==> config.mk <==
export PLATFORM = sky130hd
export DESIGN_NAME = mantissa_mul_sequencer
export DESIGN_NICKNAME = d
export VERILOG_FILES = /design/src/rtl/mantissa_mul_sequencer_pkg.sv /design/src/rtl/mantissa_mul_24x16.sv /design/src/rtl/mantissa_mul_sequencer.sv
export SDC_FILE = /design/constraint.sdc
export NUM_CORES = 1
export LEC_CHECK = 0
export ABC_AREA = 0
export BUFFER_PORTS_ARGS = -buffer_cell sky130_fd_sc_hd__clkbuf_2
export CAP_MARGIN = 10
export CORE_UTILIZATION = 50
export DETAILED_ROUTE_END_ITERATION = 10
export MAX_ROUTING_LAYER = met4
export PLACE_DENSITY = 0.64
export SYNTH_ARGS = -nofsm -noshare
export SYNTH_HDL_FRONTEND = slang
export SYNTH_HIERARCHICAL = 1
export SYNTH_SLANG_ARGS = --single-unit
export TNS_END_PERCENT = 1
==> constraint.sdc <==
create_clock -name clk -period 19.4 [get_ports clk]
set_input_delay 3.88 -clock clk [delete_from_list [all_inputs] [get_ports clk]]
set_output_delay 3.88 -clock clk [all_outputs]
set_load 0.01 [all_outputs]
==> src/rtl/mantissa_mul_sequencer_pkg.sv <==
// Shared definitions for the mantissa multiply sequencer.
//   sae_sel_t : select codes driven to the external ShiftAndExtend unit
//   mul_seq_t : controller states, one state per clock cycle
package mantissa_mul_sequencer_pkg;

   localparam int unsigned MANT_W = 24;
   localparam int unsigned SAE_W  = 32;
   localparam int unsigned ACC_W  = 40;

   // SHIFT_IDLE is the SAE default code; the unit drives zero outputs for it.
   typedef enum logic [1:0] {
      SHIFT_IDLE             = 2'b00,
      SHIFT_0_BIT_AND_EXTEND = 2'b01,
      SHIFT_TRUNC_AND_EXTEND = 2'b10
   } sae_sel_t;

   typedef enum logic [2:0] {
      MUL_SEQ_IDLE   = 3'd0,
      MUL_SEQ_EXTEND = 3'd1,
      MUL_SEQ_MUL_LO = 3'd2,
      MUL_SEQ_TRUNC  = 3'd3,
      MUL_SEQ_MUL_HI = 3'd4,
      MUL_SEQ_DONE   = 3'd5
   } mul_seq_t;

endpackage

==> src/rtl/mantissa_mul_24x16.sv <==
// Combinational 24x16 unsigned multiplier producing a 40-bit product.
// One instance is shared by both multiply phases of the sequencer.
//   a : 24-bit multiplicand
//   b : 16-bit multiplier
//   p : 40-bit unsigned product
module mantissa_mul_24x16 (
   input  logic [23:0] a,
   input  logic [15:0] b,
   output logic [39:0] p
);

   assign p = {16'b0, a} * {24'b0, b};

endmodule

==> src/rtl/mantissa_mul_sequencer.sv <==
// Multi-cycle controller forming (A*B)>>16 for 24-bit mantissas with one
// shared 24x16 multiplier, using the external ShiftAndExtend (SAE) unit for
// zero-extension of A and for truncation of the low partial product with
// sticky collection.
//   clk, reset        : clock, synchronous active-high reset
//   start_in          : multiply request, sampled only in IDLE
//   mantA_in/mantB_in : 24-bit mantissas (hidden bit included)
//   saeSelect_out     : select code to the SAE unit
//   saeOperand_out    : operand to the SAE unit
//   saeOperand_in     : combinational result from the SAE unit
//   saeSticky_in      : sticky bit from the SAE unit
//   busy_out          : high in every state except IDLE
//   done_out          : one-cycle pulse in the DONE state
//   product_out       : (A*B)>>16, held until the next result is written
//   stickyBit_out     : OR of the 16 discarded product bits
module mantissa_mul_sequencer
   import mantissa_mul_sequencer_pkg::*;
(
   input  logic        clk,
   input  logic        reset,
   input  logic        start_in,
   input  logic [23:0] mantA_in,
   input  logic [23:0] mantB_in,
   output logic [1:0]  saeSelect_out,
   output logic [31:0] saeOperand_out,
   input  logic [31:0] saeOperand_in,
   input  logic        saeSticky_in,
   output logic        busy_out,
   output logic        done_out,
   output logic [31:0] product_out,
   output logic        stickyBit_out
);

   mul_seq_t    state, state_next;
   logic [23:0] reg_a, reg_b, op_a;
   logic [39:0] acc;
   logic        sticky;
   logic [15:0] mul_b;
   logic [39:0] mul_p;
   logic        sae_unused;

   // The top byte of the SAE result is never consumed.
   assign sae_unused = ^saeOperand_in[31:24];

   // MUL_HI uses the upper 8 bits of B; every other state feeds the low 16.
   assign mul_b = (state == MUL_SEQ_MUL_HI) ? {8'b0, reg_b[23:16]} : reg_b[15:0];

   mantissa_mul_24x16 u_mul (
      .a (op_a),
      .b (mul_b),
      .p (mul_p)
   );

   always_ff @(posedge clk) begin
      if (reset) begin
         state         <= MUL_SEQ_IDLE;
         reg_a         <= '0;
         reg_b         <= '0;
         op_a          <= '0;
         acc           <= '0;
         sticky        <= 1'b0;
         product_out   <= '0;
         stickyBit_out <= 1'b0;
      end else begin
         state <= state_next;
         case (state)
            MUL_SEQ_IDLE: begin
               if (start_in) begin
                  reg_a  <= mantA_in;
                  reg_b  <= mantB_in;
                  sticky <= 1'b0;
               end
            end
            MUL_SEQ_EXTEND: op_a <= saeOperand_in[23:0];
            MUL_SEQ_MUL_LO: acc  <= mul_p;
            MUL_SEQ_TRUNC: begin
               // SAE returns acc[31:16] in its low half; acc[39:32] is kept
               // locally so the shifted partial product stays exact.
               acc    <= {16'b0, acc[39:32], saeOperand_in[15:0]};
               sticky <= saeSticky_in;
            end
            MUL_SEQ_MUL_HI: acc <= acc + mul_p;
            MUL_SEQ_DONE: begin
               product_out   <= acc[31:0];
               stickyBit_out <= sticky;
               assert (acc[39:32] == 8'h00);
               if (reg_a[23] && reg_b[23]) begin
                  assert (acc[31:30] != 2'b00);
               end
            end
            default: ;
         endcase
      end
   end

   always_comb begin
      state_next     = state;
      saeSelect_out  = SHIFT_IDLE;
      saeOperand_out = '0;
      busy_out       = 1'b1;
      done_out       = 1'b0;
      case (state)
         MUL_SEQ_IDLE: begin
            busy_out = 1'b0;
            if (start_in) state_next = MUL_SEQ_EXTEND;
         end
         MUL_SEQ_EXTEND: begin
            saeSelect_out  = SHIFT_0_BIT_AND_EXTEND;
            saeOperand_out = {8'b0, reg_a};
            state_next     = MUL_SEQ_MUL_LO;
         end
         MUL_SEQ_MUL_LO: state_next = MUL_SEQ_TRUNC;
         MUL_SEQ_TRUNC: begin
            saeSelect_out  = SHIFT_TRUNC_AND_EXTEND;
            saeOperand_out = acc[31:0];
            state_next     = MUL_SEQ_MUL_HI;
         end
         MUL_SEQ_MUL_HI: state_next = MUL_SEQ_DONE;
         MUL_SEQ_DONE: begin
            done_out   = 1'b1;
            state_next = MUL_SEQ_IDLE;
         end
         default: state_next = MUL_SEQ_IDLE;
      endcase
   end

endmodule

==> impl_summary.md <==
Placement
The port buffer count is around 140. The sum of net half-perimeters after detailed placement is 46.4 mm. At the end of routability-driven placement, the weighted congestion stood at between 0.8 and 0.9.

Clock tree
Counting every sink on the clock net gives roughly 150. The TritonCTS buffer count is 17. The register clock-pin slew on the reported worst setup and hold paths is ~70 ps. The clock passes through at most 2 buffers. The tree is rooted in a clkbuf_16. The clock tree synthesis step divided the H-tree into 4 levels.

Post-CTS timing repair inserted 0 buffers for setup. The CTS tree is done. The clock insertion delay at the later pin of the skew report is 450 ps. The count of cells resized by post-cts repair is 0. For this design, the CTS-stage hold fixing added 0 buffers.

Die
The floorplan step defined a die boundary enclosing roughly 43,000 um^2. The effective utilization at floorplan is 51.2%. The count of pins on the block boundary is between 150 and 200. The floorplan step set the die height to 208 um. The die is 208 um wide. The row count is 74. The core region is 41,300 um^2.

Routing
After detailed routing, the number of vias per cell comes to 5.61. The overall via count from detail_route is 17,756. The starting DRC count in detailed routing is 1,379.

After detailed routing, the average wire length per cell comes to 19.5 um. The iteration count of the initial detailed-routing pass is 5. Summed over all layers, the routed wires come to between 60 and 70 mm. Once detail routing completed, the nets flagged for antenna violations numbered 0.

After detailed routing, the number of remaining DRC violations is 0.

Timing
The routed design could run at a clock period as short as 10,780 ps. Setup repair after global routing left no endpoint under its margin. The clock arrives with 11.6 ps of skew. The maximum clock frequency is 92.8 MHz. The slew at the pin closest to its max-slew limit is 1290 ps.

The worst-case hold slack is 451 ps. Setup violations remaining at the end of the flow were counted as 0. Dividing the final minimum period by the clock period gives 55.6%. The number of slew-limit violations in the final report is 0.

In this run the tightest slew margin relative to its limit is 13.9%. The setup TNS is 0 ps. The hold violation total from the final report is 0.

Power and ir drop
The worst-case IR drop observed on VDD is 0.0865 mV. In this run, the clock network consumes between 30% and 40% of the power. The standby leakage power is 0.0110 uW. For this design the ratio of total power to cell area is 49.0 nW/um^2. In this run, the combinational gates consume 35.1% of the power. The switching power is approximately 450 uW. The cell internal power dissipation is 657 uW.

The switching part of the total power is 40.8%. The portion of total power attributed to sequential cells is between 30% and 40%.

Layout
The total of fill cells in the finished design is 3,947. Compared with the post-synthesis result, the final layout area differs by 7.18%. The final layout contains between 3,000 and 4,000 nets. Of the cells placed in the final design, the portion with a size suffix greater than 1 is 9.70%.

Critical path
The startpoint identified for the worst register-to-register timing path is state[2]. The kind of start point of the critical path is a flop. The critical path required time is 19,690 ps. At the worst endpoint, the arrival time is roughly 11,000 ps. In this run the worst path has a maximum fanout of 55. The type of destination of the critical path is a flop. The launching element of the worst setup path is state[2]. On the critical path, the stage with the largest delay is an instance of nand2_1. The stage delay of the slowest cell on the critical path is 940 ps. The type of the worst setup path is reg -> reg. The worst reg-to-reg setup slack is 8620 ps.

Logic synthesis
In this run, synthesis produced a sequential element count of 149. The share of synthesized registers carrying an async set or reset is 0%. The synthesized netlist devotes between 10% and 20% of its cell area to compound gates. The post-synthesis area per instance is about 8.2 um^2.

The number of synthesized flops with an enable pin is 0. Summing the areas of all and, or, nand and nor instances in the mapped netlist gives 19.0% of the synthesized area. By area the synthesized netlist is led by fa_1, dfxtp_1, nand2_1. Sequential cells were found to cover roughly 14% of the synthesized design area.

For this run, the number of Yosys warnings is 6. The post-synthesis xor/xnor area fraction is 2.82%. Among all flip-flop cells after synthesis, the most frequent one is dfxtp_1. The multiplexer share of the synthesized area is 1.33%. In the synthesized netlist, the number of instances is 2,579. Summing every instance area after synthesis gives 21,100 um^2. The post-synthesis net count is 3,121. The number of different library cells in the post-synthesis netlist is 81. The top cell type by total area after synthesis is fa_1. By area, the combinational part of the netlist is dominated by adder cells. The fraction of the mapped netlist area in adder cells is 38.0%.

Summed over its instances, the top area cell type makes up 29.1% of the synthesized netlist area.

Global routing
The overall global routing resource usage is 30.4%. The wire length of the first global-routing pass is 99.6 mm. The number of global-route vias before repair was 18,265. The total grt overflow is 0.

The pin count of the biggest net entering global routing is 84. The number of antenna violations at the first check in global routing is 1.

Worst hold path
In this run the most critical hold path is launched from reg_b[14]. The worst hold path belongs to the class reg -> reg.

Flow run
The max-cap check violation count is 0.

Status
The flow ran to the end, and the final reports show no timing, DRC or antenna violations.
-- through the flow --
stage | cell area, um^2 | instances | worst slack (ps) | total power (uW) | util (%)
2_1_floorplan | 21100 | 2579 | 10780 | 642 | -
3_3_place_gp | 22000 | 3129 | 8740 | 754 | 53.4
3_5_place_dp | 22000 | 3129 | 8750 | 757 | 53.4
4_1_cts | 22600 | 3161 | 8710 | 1110 | 54.8
5_1_grt | 22700 | 3163 | 8170 | 1170 | 54.9
6_report | 22700 | 3163 | 8620 | 1110 | 54.9
-- worst max-delay path: cells and delay by family, from the launching register on --
kind | cells | cell delay [ps]
fa+ha+maj | 8 | 3820
xor+xnor | 1 | 330
compound gates | 10 | 2630
flops | 1 | 310
buf+inv | 8 | 1200
simple gates | 8 | 2300
-- layout make-up --
| type | instances | area, um^2 | area share [%] |
|---|---|---|---|
| well taps | 532 | 666 | 2.94 |
| multi-input cells | 1910 | 16100 | 71.0 |
| flip-flops and latches | 149 | 2980 | 13.2 |
| inverters | 370 | 1390 | 6.13 |
| repair buffers | 169 | 915 | 4.04 |
| clock buffers | 17 | 425 | 1.88 |
| clock inverters | 15 | 189 | 0.834 |
| diodes | 1 | 2.50 | 0.0110 |
-- registers in the layout (all words and copies together), names as in the netlist --
signal and cells:
acc 40, op_a 24, product_out 32, reg_a 24
reg_b 24, state 3, sticky 1, stickyBit_out 1
-- routing by layer --
layer	share of wire (%)	vias to the layer above	track usage (%)
li1	-	8290	-
met1	44	8832	40.5
met2	48	533	48.4
met3	5.2	101	3.00
met4	3.2	0	10.7
met5	0	-	-
-- synthesized netlist by cell type, types with 13 or more instances --
cell type / count
buf_2: 13
and3_1: 19
ha_1: 151
dfxtp_1: 149
a22o_1: 23
a31oi_1: 15
clkbuf_1: 112
mux2i_1: 28
nand4_1: 17
o21ai_0: 45
a21oi_1: 208
inv_1: 367
a211oi_1: 24
xor2_1: 25
a21o_1: 37
xnor2_1: 43
nor2_1: 79
nand3_1: 22
fa_1: 307
o21bai_1: 14
and2_1: 188
nand2_1: 512
-- power groups by stage --
stage               registers, uW  clock network, uW  logic [uW]
floorplan                     349                  0         293
global placement              375                  0         378
detailed placement            376                  0         381
CTS                           369                356         386
global route                  373                369         431
finish                        370                350         390
-- kinds of logic after synthesis --
group,Yosys count
buffers and inverters,520
AO/OA/AOI/OAI,475
multiplexers,28
adder cells (fa/ha/maj),458
AND/OR/NAND/NOR,881
flip-flops,149
XOR/XNOR,68
-- placed cells by master, fill, tap and decap left out, types with 9 or more instances in the layout --
master     count
nand3_1       22
a211oi_1      24
nor2_1        77
xor2_1        25
a221oi_1      12
o21ai_0       45
o211ai_1      10
inv_1        366
ha_1         151
o21a_1         9
clkbuf_2     143
and2_1       187
a21o_1        37
xnor2_1       43
fa_1         307
o21bai_1      14
dfxtp_1      148
buf_4         25
a21oi_2       11
a21oi_1      208
a22o_1        23
mux2i_1       28
nor3_1        10
nand4_1       17
nor2b_1        9
nand2_1      511
a31oi_1       15
and3_1        19
clkbuf_16     17
-- path summary, 6_finish.rpt --
check        depth (start not counted)         to
max                                 35    acc[30]
min reg2reg                          2  reg_b[14]
max reg2reg                         35    acc[30]
min                                  2  reg_b[14]
(Power assumes the default switching activity.)
